==> src/rtl/mux_sel_pipe.sv <==
// Registered N-channel selector with valid/ready handshake.
// Selection is either an explicit index (mode=0) or round-robin across valid channels (mode=1).
module mux_sel_pipe #(
    parameter int WIDTH = 8,
    parameter int NCH   = 4,
    parameter int SELW  = $clog2(NCH)
) (
    input  logic                 clk,
    input  logic                 rst_n,
    input  logic                 mode,
    input  logic [SELW-1:0]      sel,
    input  logic [NCH*WIDTH-1:0] in_data,
    input  logic [NCH-1:0]       in_valid,
    output logic [NCH-1:0]       in_ready,
    output logic [WIDTH-1:0]     out_data,
    output logic [SELW-1:0]      out_ch,
    output logic                 out_valid,
    input  logic                 out_ready
);

    logic [WIDTH-1:0] r_out_data;
    logic [SELW-1:0]  r_out_ch;
    logic             r_out_valid;
    logic [SELW-1:0]  r_last;

    logic             w_can_load;
    logic             w_grant_valid;
    logic [SELW-1:0]  w_grant_idx;
    logic [NCH-1:0]   w_in_ready;
    logic [WIDTH-1:0] w_sel_data;

    assign w_can_load = !r_out_valid || out_ready;

    // rst_n gates the grant so in_ready stays low for the whole reset window.
    always_comb begin
        w_grant_valid = 1'b0;
        w_grant_idx   = '0;
        if (rst_n && w_can_load) begin
            if (!mode) begin
                for (int k = 0; k < NCH; k++) begin
                    if (sel == SELW'(k) && in_valid[k]) begin
                        w_grant_valid = 1'b1;
                        w_grant_idx   = SELW'(k);
                    end
                end
            end else begin
                // Walk the search order backwards so the earliest hit wins.
                for (int i = NCH; i >= 1; i--) begin
                    if (in_valid[(int'(r_last) + i) % NCH]) begin
                        w_grant_valid = 1'b1;
                        w_grant_idx   = SELW'((int'(r_last) + i) % NCH);
                    end
                end
            end
        end
    end

    always_comb begin
        w_in_ready = '0;
        w_sel_data = '0;
        for (int k = 0; k < NCH; k++) begin
            if (w_grant_valid && w_grant_idx == SELW'(k)) begin
                w_in_ready[k] = 1'b1;
                w_sel_data    = in_data[k*WIDTH +: WIDTH];
            end
        end
    end

    always_ff @(posedge clk or negedge rst_n) begin
        if (!rst_n) begin
            r_out_data  <= '0;
            r_out_ch    <= '0;
            r_out_valid <= 1'b0;
            r_last      <= SELW'(NCH - 1);
        end else if (w_grant_valid) begin
            r_out_data  <= w_sel_data;
            r_out_ch    <= w_grant_idx;
            r_out_valid <= 1'b1;
            r_last      <= w_grant_idx;
        end else if (w_can_load) begin
            r_out_valid <= 1'b0;
        end
    end

    assign in_ready  = w_in_ready;
    assign out_data  = r_out_data;
    assign out_ch    = r_out_ch;
    assign out_valid = r_out_valid;

endmodule
==> config.mk <==
export PLATFORM = sky130hd
export DESIGN_NAME = mux_sel_pipe
export DESIGN_NICKNAME = d
export VERILOG_FILES = /design/src/rtl/mux_sel_pipe.sv
export SDC_FILE = /design/constraint.sdc
export NUM_CORES = 1
export LEC_CHECK = 0
export CORE_MARGIN = 2
export CORE_UTILIZATION = 32
export CTS_CLUSTER_SIZE = 28
export DETAILED_ROUTE_END_ITERATION = 8
export GPL_ROUTABILITY_DRIVEN = 0
export PLACE_DENSITY = 0.72
export SLEW_MARGIN = 20
export SYNTH_ARGS = -nofsm -noshare
export SYNTH_HDL_FRONTEND = slang
export SYNTH_SLANG_ARGS = --single-unit
==> constraint.sdc <==
create_clock -name clk -period 2.8 [get_ports clk]
set_clock_uncertainty 0.15 [all_clocks]
set_input_delay 0.56 -clock clk [delete_from_list [all_inputs] [get_ports clk]]
set_output_delay 0.56 -clock clk [all_outputs]
set_load 0.005 [all_outputs]
==> impl_metrics.csv, run 1 <==
group,metric,value,unit
floorplan,floorplan.initialDensity,33.1,%
timing,grt_setup_unrepaired,"false",
detailed_routing,top_signal_layer_used,"met4",
detailed_routing,detail_route.first_pass.iterations,4,
logic_synthesis,yosys.area.top_type,"sky130_fd_sc_hd__dfrtp_1",
timing,final_max_slew_viol_count,0,
logic_synthesis,synth.top_cell.area_share,30.9,%
timing,final-setup-viol-count,0,
setup_path,startpoint,"r_last[0]$_DFFE_PN1P_",
hold_path,hp-class,"flip-flop to flip-flop",
timing,post_route_minimum_period,2.74,ns
power_and_ir_drop,leakage,0.000766,uW
detailed_routing,via_count_of_the_routed_design,1020,
timing,final.setup.tns,0,ns
timing,post_layout_worst_setup_margin,0.0587,ns
setup_path,worstSetupEndpointType,"output pin",
clock_tree,clock_tree_from_tritoncts,"done",
setup_path,timing.critical_path.arrival,2.03,ns
placed_design,placed_cells_incl_taps,188,
detailed_routing,post-route-drc-count,0,
logic_synthesis,synth_seq_cells,13,
global_route,antenna_found_initial,0,
power_and_ir_drop,max-vdd-ir-drop,0.294,mV
timing,tightestPinTransition,0.229,ns
floorplan,chipHeight,56.7,microns
detailed_routing,wl_met2,1.30,mm
setup_path,critical_path_peak_fanout,6,
detailed_routing,wire_length_the_detailed_router_placed_on_met1,1.06,mm
layout,syn_to_final_growth,80.5,%
layout,post-route-cell-area,0.00161,sq mm
layout,final_net_count,209,
detailed_routing,via_per_inst,5.18,
global_route,grt_first_pass_wirelength,4.22,mm
setup_path,timing.rr.end,"out_data[3]$_DFFE_PN0P_",
floorplan,die-width,56.7,microns
clock_tree,clock_tree.root_cell,"sky130_fd_sc_hd__clkbuf_4",
setup_path,worst_r2r_startpoint,"r_last[0]$_DFFE_PN1P_",
clock_tree,cts_max_level,1,
placed_design,place.detailed.hpwl,2.06,mm
layout,layout_common_cells,"45 x sky130_fd_sc_hd__clkdlybuf4s50_1, 20 x sky130_fd_sc_hd__nand2_1, 17 x sky130_fd_sc_hd__mux2i_1, 15 x sky130_fd_sc_hd__buf_4, 11 x sky130_fd_sc_hd__dfrtp_1",
placed_design,port_buffers,56,
flow_run,max_cap_violations,0,
power_and_ir_drop,cellPowerDensity,467,mW/mm^2
setup_path,worst_setup_path_endpoint,"in_ready[0]",
floorplan,die_area,0.00322,sq mm
logic_synthesis,synth.distinct_cells,26,
hold_path,hold_depth,2,
layout,antenna_cells_inserted,0,
timing,slew_headroom,84.3,%
clock_tree,tritoncts.num_buffers,3,
logic_synthesis,synth.yosys.warnings,0,
setup_path,rr_worst_depth,10,
setup_path,crit_required,2.09,ns
detailed_routing,met3WireLength,295,microns
clock_tree,hold_buffers,0,
clock_tree,clk_latency,0.27,ns
setup_path,reg2reg_slack,0.61,ns
global_route,vias_in_the_first_global_route,1016,
placed_design,dp_worst_setup_slack,-0.493,ns
outcome,run_status,"finished, final reports clean",
layout,ratio_of_cells_with_drive_above_1_in_the_final_layout,19.9,%
detailed_routing,drt_iter0_drc,30,
timing,final_hold_violation_count,0,
global_route,globalRouteOverflowTotal,0,
logic_synthesis,synth_area_leaders,"sky130_fd_sc_hd__dfrtp_1 31%, sky130_fd_sc_hd__mux2i_1 19%, sky130_fd_sc_hd__nand2_1 8.9%",
logic_synthesis,yosysSeqAreaShare,36.8,%
clock_tree,clock_tree.buffer_depth,2,
layout,layout.cells.most_common,"sky130_fd_sc_hd__clkdlybuf4s50_1",
logic_synthesis,synthCells,95,
clock_tree,cts.reportedPaths.clkPinSlew,0.07,ns
layout,final_core_utilization,59.8,%
floorplan,standard_cell_rows,19,
floorplan,core_area,0.00269,sq mm
global_route,grt.total_usage,17.0,%
layout,post_layout_nonfiller_instances,197,
detailed_routing,post_drt_wl_per_cell,13.7,microns
setup_path,cp-start-kind,"flip-flop",
global_route,pin_count_of_the_biggest_net_entering_global_routing,14,
timing,timing.fmax,0.365,GHz
detailed_routing,wirelength,2.69,mm
timing,layout_worst_path_cycle_share,97.9,%
detailed_routing,drt.antenna.violating_nets,0,
logic_synthesis,synthesis.nets,137,
floorplan,boundaryPins,57,
logic_synthesis,netlist_area,890,sq um
clock_tree,clock_sink_count,13,
logic_synthesis,syn_avg_cell_area,9.36,sq um
setup_path,critPathKind,"flip-flop to output pin",
placed_design,dpl-instance-area,0.00153,sq mm
==> critical path, cell delays in order (launching register included) <==
cell	delay, ns
sky130_fd_sc_hd__dfstp_2	0.53
sky130_fd_sc_hd__and2b_1	0.19
sky130_fd_sc_hd__o21ai_1	0.16
sky130_fd_sc_hd__a41oi_2	0.15
sky130_fd_sc_hd__buf_4	0.15
sky130_fd_sc_hd__or2_4	0.25
sky130_fd_sc_hd__nor2b_1	0.14
sky130_fd_sc_hd__clkdlybuf4s15_1	0.19
==> registers in the layout, summed over array words and instances, names as in the netlist <==
signal / cells
out_valid: 1
out_data: 8
out_ch: 2
r_last: 2
==> routing by layer <==
layer,vias to the layer above,global-route usage [%]
met5,-,0
met4,0,8.16
met3,4,5.53
met2,58,27.9
met1,472,19.7
li1,486,-
==> per-stage QoR <==
stage,total power (uW),hold WS (ns)
after global placement,614,0.311
after detailed placement,618,0.322
after floorplan,420,0.114
after CTS,750,0.348
after global routing,802,0.377
final,750,0.341
==> logic make-up (layout without fill, tap and decap cells) <==
kind of cell	Yosys count	in the layout	share of synthesized area (%)
simple gates	41	41	22.2
mux	18	18	20.4
compound gates	17	17	15.0
flops	13	13	36.8
buf+inv	6	77	5.48
==> synthesized netlist by cell type <==
master / number
sky130_fd_sc_hd__a211oi_1: 1
sky130_fd_sc_hd__a21oi_1: 3
sky130_fd_sc_hd__a31oi_1: 1
sky130_fd_sc_hd__a41oi_2: 1
sky130_fd_sc_hd__and2b_1: 1
sky130_fd_sc_hd__and3_1: 1
sky130_fd_sc_hd__buf_6: 2
sky130_fd_sc_hd__buf_8: 1
sky130_fd_sc_hd__clkbuf_1: 3
sky130_fd_sc_hd__dfrtp_1: 11
sky130_fd_sc_hd__dfstp_2: 2
sky130_fd_sc_hd__mux2_2: 1
sky130_fd_sc_hd__mux2i_1: 17
sky130_fd_sc_hd__nand2_1: 21
sky130_fd_sc_hd__nand2b_1: 3
sky130_fd_sc_hd__nand3_1: 2
sky130_fd_sc_hd__nand3_2: 1
sky130_fd_sc_hd__nor2_1: 5
sky130_fd_sc_hd__nor2b_1: 3
sky130_fd_sc_hd__nor3b_1: 1
sky130_fd_sc_hd__o2111ai_1: 1
sky130_fd_sc_hd__o21ai_0: 1
sky130_fd_sc_hd__o21ai_1: 1
sky130_fd_sc_hd__o221ai_1: 8
sky130_fd_sc_hd__or2_1: 1
sky130_fd_sc_hd__or2b_1: 2
==> cell type report <==
| type | count | area [sq um] |
|---|---|---|
| well taps | 31 | 38.8 |
| clock buffers | 4 | 26.3 |
| flip-flops and latches | 13 | 328 |
| repair buffers | 73 | 679 |
| fillers | 257 | 1080 |
| multi-input cells | 76 | 533 |
==> power breakdown <==
part	switching [uW]	internal (uW)
logic	138	227
clock network	55.8	55.1
registers	32.0	242
total	226	524
==> worst min-delay path by stage <==
| stage | startpoint | end | slack [ns] |
|---|---|---|---|
| finish | out_ch[0]$_DFFE_PN0P_ | out_ch[0]$_DFFE_PN0P_ | 0.34 |
| detailed placement | out_ch[0]$_DFFE_PN0P_ | out_ch[0]$_DFFE_PN0P_ | 0.32 |
| global placement | out_ch[1]$_DFFE_PN0P_ | out_ch[1]$_DFFE_PN0P_ | 0.31 |
| global route | out_data[4]$_DFFE_PN0P_ | out_data[4]$_DFFE_PN0P_ | 0.38 |
| CTS | out_ch[1]$_DFFE_PN0P_ | out_ch[1]$_DFFE_PN0P_ | 0.35 |
| floorplan | rst_n | out_ch[0]$_DFFE_PN0P_ | 0.11 |
==> repair_timing <==
action                                  in CTS  in global routing
gates resized for setup                     18                  8
setup buffers                                4                  1
pin swaps                                    4                  3
endpoints found under the setup margin       4                  3
hold endpoints to repair                     0                  0
Power figures use the tool's default switching activity.
==> run 2, diff against run 1 <==
--- a/config.mk
+++ b/config.mk
@@ -5,11 +5,10 @@
 export SDC_FILE = /design/constraint.sdc
 export NUM_CORES = 1
 export LEC_CHECK = 0
-export CORE_MARGIN = 2
 export CORE_UTILIZATION = 32
+export CTS_BUF_LIST = sky130_fd_sc_hd__clkbuf_8
 export CTS_CLUSTER_SIZE = 28
 export DETAILED_ROUTE_END_ITERATION = 8
-export GPL_ROUTABILITY_DRIVEN = 0
 export PLACE_DENSITY = 0.72
 export SLEW_MARGIN = 20
 export SYNTH_ARGS = -nofsm -noshare
==> run 2 against run 1 <==
  * Count of clock-buffer cells in the layout is 1 lower
  * Combinational power increased by 2%
  * Largest power group unchanged
  * Critical path type unchanged
  * Non-clock buffer count up 2
  * Sequential power grew 2%
  * Via count shrank 0.29%
  * Flip-flop and latch count is the same
  * First-iteration DRC count decreased by 23%
  * Register-to-register slack lost 0.06 ns
  * Largest cell class unchanged
==> impl_metrics.csv, run 2 (synthesis gave the netlist of run 1 again) <==
group,metric,value,unit
setup_path,rr_worst_depth,8,
hold_path,hp-class,"flip-flop to flip-flop",
detailed_routing,via_per_inst,5.14,
clock_tree,cts_max_level,1,
timing,final_max_slew_viol_count,0,
setup_path,reg2reg_slack,0.55,ns
hold_path,hold_depth,2,
setup_path,cp-start-kind,"flip-flop",
timing,post_route_minimum_period,2.72,ns
placed_design,dp_worst_setup_slack,-0.418,ns
outcome,run_status,"finished, final reports clean",
timing,slew_headroom,81.5,%
detailed_routing,post_drt_wl_per_cell,15.0,microns
placed_design,place.detailed.hpwl,2.12,mm
layout,largest_register_ff_count,8,
clock_tree,cts.reportedPaths.clkPinSlew,0.05,ns
clock_tree,clock_sink_count,13,
timing,post_layout_worst_setup_margin,0.0830,ns
detailed_routing,detail_route.first_pass.iterations,4,
setup_path,timing.rr.end,"out_data[2]$_DFFE_PN0P_",
detailed_routing,via_count_of_the_routed_design,1017,
floorplan,die_area,0.00299,sq mm
layout,layout.cells.most_common,"sky130_fd_sc_hd__clkdlybuf4s50_1",
power_and_ir_drop,p_total,819,uW
layout,final_net_count,211,
timing,grt_setup_unrepaired,"false",
layout,antenna_cells_inserted,0,
placed_design,gp_congestion,0.882,
global_route,pin_count_of_the_biggest_net_entering_global_routing,14,
clock_tree,clock_tree.root_cell,"sky130_fd_sc_hd__clkbuf_8",
timing,tightestPinTransition,0.277,ns
timing,final-setup-viol-count,0,
layout,layout.filler_cells,232,
setup_path,worst_setup_path_endpoint,"in_ready[2]",
placed_design,port_buffers,56,
setup_path,critPathKind,"flip-flop to output pin",
power_and_ir_drop,max-vdd-ir-drop,0.284,mV
global_route,globalRouteOverflowTotal,0,
setup_path,timing.critical_path.arrival,2.01,ns
timing,layout_worst_path_cycle_share,97.0,%
global_route,antenna_found_initial,0,
layout,layout_common_cells,"45 x sky130_fd_sc_hd__clkdlybuf4s50_1, 19 x sky130_fd_sc_hd__nand2_1, 17 x sky130_fd_sc_hd__buf_4, 16 x sky130_fd_sc_hd__mux2i_1, 11 x sky130_fd_sc_hd__dfrtp_1",
floorplan,boundaryPins,57,
clock_tree,hold_buffers,0,
global_route,grt.total_usage,21.8,%
floorplan,die-width,54.7,microns
layout,syn_to_final_growth,87.6,%
global_route,vias_in_the_first_global_route,999,
floorplan,chipHeight,54.7,microns
detailed_routing,post-route-drc-count,0,
timing,final_hold_violation_count,0,
clock_tree,clock_tree.buffer_depth,2,
setup_path,critical_path_peak_fanout,5,
flow_run,max_cap_violations,0,
power_and_ir_drop,cellPowerDensity,490,mW/mm^2
floorplan,floorplan.initialDensity,35.0,%
layout,final_core_utilization,65.6,%
detailed_routing,wirelength,2.97,mm
setup_path,worstSetupEndpointType,"output pin",
global_route,grt_first_pass_wirelength,4.45,mm
setup_path,crit_required,2.09,ns
timing,fin_hold_ws,0.327,ns
power_and_ir_drop,leakage,0.000800,uW
detailed_routing,drt.antenna.violating_nets,0,
clock_tree,clk_latency,0.24,ns
floorplan,core_area,0.00254,sq mm
clock_tree,tritoncts.num_buffers,3,
timing,timing.fmax,0.368,GHz
setup_path,worst_r2r_startpoint,"r_last[0]$_DFFE_PN1P_",
floorplan,standard_cell_rows,18,
setup_path,startpoint,"r_last[0]$_DFFE_PN1P_",
clock_tree,clock_tree_from_tritoncts,"done",
detailed_routing,drt_iter0_drc,23,
layout,ratio_of_cells_with_drive_above_1_in_the_final_layout,26.8,%
-- run 2: cell type report --
| cell class | instances | area, sq um | area share [%] |
|---|---|---|---|
| Timing Repair Buffer | 75 | 681 | 40.8 |
| Multi-Input combinational cell | 76 | 578 | 34.6 |
| Sequential cell | 13 | 328 | 19.6 |
| Clock buffer | 3 | 41.3 | 2.47 |
| Tap cell | 30 | 37.5 | 2.25 |
| Clock inverter | 1 | 3.75 | 0.225 |
-- run 2: timing repair --
item / CTS / global route
cloned: 0 / 0
setup buffers: 5 / 1
endpoints found under the setup margin: 4 / 3
gates resized for setup: 22 / 18
pin swaps: 4 / 3
-- run 2: worst min path at each step --
| stage | from | end | slack (ns) |
|---|---|---|---|
| floorplan | rst_n | out_ch[0]$_DFFE_PN0P_ | 0.11 |
| global placement | out_ch[1]$_DFFE_PN0P_ | out_ch[1]$_DFFE_PN0P_ | 0.31 |
| detailed placement | out_ch[1]$_DFFE_PN0P_ | out_ch[1]$_DFFE_PN0P_ | 0.32 |
| CTS | out_ch[1]$_DFFE_PN0P_ | out_ch[1]$_DFFE_PN0P_ | 0.33 |
| global route | r_last[0]$_DFFE_PN1P_ | r_last[0]$_DFFE_PN1P_ | 0.36 |
| finish | out_ch[1]$_DFFE_PN0P_ | out_ch[1]$_DFFE_PN0P_ | 0.33 |
-- run 2: worst max-delay path, stage by stage (launching register included) --
cell and delay, ns:
sky130_fd_sc_hd__dfstp_2 0.56, sky130_fd_sc_hd__and2b_1 0.20, sky130_fd_sc_hd__o21ai_2 0.15, sky130_fd_sc_hd__a41oi_2 0.13, sky130_fd_sc_hd__buf_4 0.16, sky130_fd_sc_hd__or2_4 0.26, sky130_fd_sc_hd__nor2_1 0.09, sky130_fd_sc_hd__clkdlybuf4s15_2 0.21
-- run 2: metrics by stage --
step                      cell area, sq um  cells  TNS (ns)
after global routing                  1670    198         0
after floorplan                        890     95         0
after CTS                             1640    197         0
after detailed placement              1540    188     -1.62
after global placement                1540    188     -1.51
final                                 1670    198         0
-- run 2: where the power goes --
group | switching (uW) | leakage [uW] | internal [uW]
combinational | 143 | 0.000621 | 230
clock | 68.4 | 0.0000269 | 96.8
sequential | 37.5 | 0.000152 | 243
-- run 2: metal layers --
| metal | global-route usage (%) | vias up | share of wire [%] |
|---|---|---|---|
| met5 | 0 | - | 0 |
| met4 | 12.8 | 0 | 3.8 |
| met3 | 5.83 | 12 | 9.2 |
| met2 | 35.3 | 62 | 48 |
| met1 | 25.3 | 453 | 39 |
| li1 | - | 490 | - |
==> run 3, diff against run 2 <==
--- a/config.mk
+++ b/config.mk
@@ -5,11 +5,11 @@
 export SDC_FILE = /design/constraint.sdc
 export NUM_CORES = 1
 export LEC_CHECK = 0
-export CORE_UTILIZATION = 32
+export CORE_UTILIZATION = 37
 export CTS_BUF_LIST = sky130_fd_sc_hd__clkbuf_8
 export CTS_CLUSTER_SIZE = 28
 export DETAILED_ROUTE_END_ITERATION = 8
-export PLACE_DENSITY = 0.72
+export PLACE_DENSITY = 0.82
 export SLEW_MARGIN = 20
 export SYNTH_ARGS = -nofsm -noshare
 export SYNTH_HDL_FRONTEND = slang
==> run 3 against run 2 <==
  * Final cell count decreased by 1.5%
  * Die area decreased by 13%
  * Flip-flop and latch count unchanged
  * Setup slack got worse by 0.048 ns
  * Wire length decreased by 1.4%
  * Combinational power about the same
  * Sequential share of layout area increased by 0.19 points
  * Utilization increased by 8.4 points
  * Critical path type unchanged
  * Critical endpoint unchanged
  * Highest routed layer unchanged
==> impl_metrics.csv, run 3 (synthesis gave the netlist of run 1 again) <==
group,metric,value,unit
placed_design,gp_congestion,0.826,
power_and_ir_drop,cellInternalPower,566,uW
hold_path,hp-class,"flip-flop to flip-flop",
hold_path,timing.hold.worst.start,"r_last[0]$_DFFE_PN1P_",
floorplan,boundaryPins,57,
power_and_ir_drop,power.share.sequential,34.3,%
detailed_routing,drt_iter0_drc,16,
power_and_ir_drop,p_total,813,uW
timing,final_hold_violation_count,0,
setup_path,worstSetupEndpointType,"output pin",
detailed_routing,via_per_inst,5.28,
layout,final_net_count,210,
layout,final_core_utilization,74.0,%
clock_tree,cts_max_level,1,
clock_tree,cts.reportedPaths.clkPinSlew,0.05,ns
timing,final_max_slew_viol_count,0,
global_route,pin_count_of_the_biggest_net_entering_global_routing,14,
floorplan,die-width,51.0,microns
placed_design,place.detailed.hpwl,1.95,mm
floorplan,floorplan.initialDensity,39.8,%
layout,antenna_cells_inserted,0,
detailed_routing,wirelength,2.93,mm
timing,timing.fmax,0.362,GHz
layout,post_layout_nonfiller_instances,195,
global_route,grtUsageMet2,39.5,%
setup_path,max_incr_delay_on_cp,0.56,ns
floorplan,die_area,0.00260,sq mm
layout,ratio_of_cells_with_drive_above_1_in_the_final_layout,22.2,%
clock_tree,clk_latency,0.24,ns
power_and_ir_drop,cellPowerDensity,492,mW/mm^2
setup_path,worst_path_dominant_cell_family,"simple AND/OR/NAND/NOR gates",
global_route,grt.total_usage,23.9,%
placed_design,placed_cells_incl_taps,185,
power_and_ir_drop,max-vdd-ir-drop,0.341,mV
setup_path,rr_worst_depth,8,
setup_path,critical_path_peak_fanout,6,
global_route,grtUsageMet3,5.65,%
timing,fin_hold_ws,0.335,ns
global_route,grt_met1_usage,29.9,%
placed_design,port_buffers,56,
global_route,vias_in_the_first_global_route,1034,
setup_path,reg2reg_slack,0.49,ns
timing,slew_headroom,83.8,%
setup_path,worst_r2r_startpoint,"r_last[0]$_DFFE_PN1P_",
layout,layout.filler_cells,146,
clock_tree,clock_tree.root_cell,"sky130_fd_sc_hd__clkbuf_8",
global_route,grt_first_pass_wirelength,4.57,mm
detailed_routing,post-route-drc-count,0,
clock_tree,tritoncts.num_buffers,3,
layout,layout_common_cells,"45 x sky130_fd_sc_hd__clkdlybuf4s50_1, 20 x sky130_fd_sc_hd__nand2_1, 17 x sky130_fd_sc_hd__mux2i_1, 16 x sky130_fd_sc_hd__buf_4, 11 x sky130_fd_sc_hd__dfrtp_1",
setup_path,chain_of_cells_forming_the_critical_path,"and2b_1 -> o21ai_2 -> a41oi_2 -> or2_4 -> buf_4 -> nor2_1 -> dlygate4sd2_1",
setup_path,timing.critical_path.buf_inv,2,
timing,final-setup-viol-count,0,
power_and_ir_drop,share_clk_of_total_power,20.2,%
layout,multiInputGateArea,561,sq um
detailed_routing,via_count_of_the_routed_design,1030,
layout,final-seq-area,328,sq um
setup_path,crit_path_top_delay_cell,"sky130_fd_sc_hd__dfstp_2",
layout,layout.cells.most_common,"sky130_fd_sc_hd__clkdlybuf4s50_1",
hold_path,hold_depth,2,
layout,syn_to_final_growth,85.8,%
timing,tightestPinTransition,0.236,ns
timing,post_route_minimum_period,2.76,ns
setup_path,critPathKind,"flip-flop to output pin",
floorplan,core_area,0.00223,sq mm
power_and_ir_drop,leakage,0.000801,uW
detailed_routing,detail_route.first_pass.iterations,4,
clock_tree,hold_buffers,0,
setup_path,worst_setup_path_endpoint,"in_ready[2]",
power_and_ir_drop,power.switching,247,uW
detailed_routing,post_drt_wl_per_cell,15.0,microns
setup_path,startpoint,"r_last[0]$_DFFE_PN1P_",
layout,largest_register_ff_count,8,
clock_tree,clock_sink_count,13,
floorplan,chipHeight,51.0,microns
detailed_routing,drt.antenna.violating_nets,0,
power_and_ir_drop,share_comb_of_total_power,45.5,%
setup_path,crit_required,2.09,ns
clock_tree,clock_tree_from_tritoncts,"done",
setup_path,cp-start-kind,"flip-flop",
global_route,antenna_found_initial,0,
outcome,run_status,"finished, final reports clean",
flow_run,max_cap_violations,0,
setup_path,timing.critical_path.arrival,2.05,ns
clock_tree,clock_tree.buffer_depth,2,
setup_path,worstSetupPathDepth,7,
setup_path,timing.rr.end,"out_data[5]$_DFFE_PN0P_",
timing,layout_worst_path_cycle_share,98.7,%
floorplan,standard_cell_rows,17,
power_and_ir_drop,power.share.switching,30.4,%
global_route,globalRouteOverflowTotal,0,
global_route,grt.busiest_layer,"met2",
run 3: worst register-to-register path: stages, from the launching register on:
cell,delay (ns)
sky130_fd_sc_hd__dfstp_2,0.56
sky130_fd_sc_hd__and2b_1,0.20
sky130_fd_sc_hd__o21ai_2,0.14
sky130_fd_sc_hd__a41oi_2,0.13
sky130_fd_sc_hd__or2_4,0.27
sky130_fd_sc_hd__buf_4,0.16
sky130_fd_sc_hd__buf_4,0.16
sky130_fd_sc_hd__mux2i_1,0.23
sky130_fd_sc_hd__o221ai_1,0.16
run 3: worst min-delay path by stage:
stage | end | slack, ns
6_report | r_last[0]$_DFFE_PN1P_ | 0.34
5_1_grt | r_last[0]$_DFFE_PN1P_ | 0.35
2_1_floorplan | out_ch[0]$_DFFE_PN0P_ | 0.11
3_5_place_dp | out_ch[1]$_DFFE_PN0P_ | 0.33
4_1_cts | r_last[0]$_DFFE_PN1P_ | 0.34
3_3_place_gp | out_ch[1]$_DFFE_PN0P_ | 0.31
run 3: power groups by stage:
stage	registers, uW	logic, uW	clock network, uW
floorplan	278	142	0
global placement	277	330	0
detailed placement	278	337	0
CTS	277	359	166
global route	285	398	176
finish	279	370	164
run 3: metrics by stage:
step / setup slack (ns) / setup TNS, ns / area [sq um]
6_report: 0.0350 / 0 / 1650
3_3_place_gp: -0.490 / -1.74 / 1530
3_5_place_dp: -0.493 / -1.80 / 1530
5_1_grt: -0.0354 / -0.0607 / 1650
2_1_floorplan: 0.356 / 0 / 890
4_1_cts: 0.00857 / 0 / 1630
run 3: repair_timing:
action	4_1_cts	5_1_grt
endpoints found under the setup margin	4	2
gates resized for setup	22	7
pin swaps	2	2
setup buffers	6	0
run 3: cell type report:
type,instances,share of cell area [%]
multi-input combinational,76,33.9
timing repair buffer,74,41.4
tap,28,2.12
clock buffer,3,2.50
sequential,13,19.8
clock inverter,1,0.227
run 3: layer usage:
layer | share of wire, % | vias to the layer above
li1 | - | 487
met1 | 45 | 484
met2 | 46 | 55
met3 | 8.1 | 4
met4 | 0.99 | 0
met5 | 0 | -
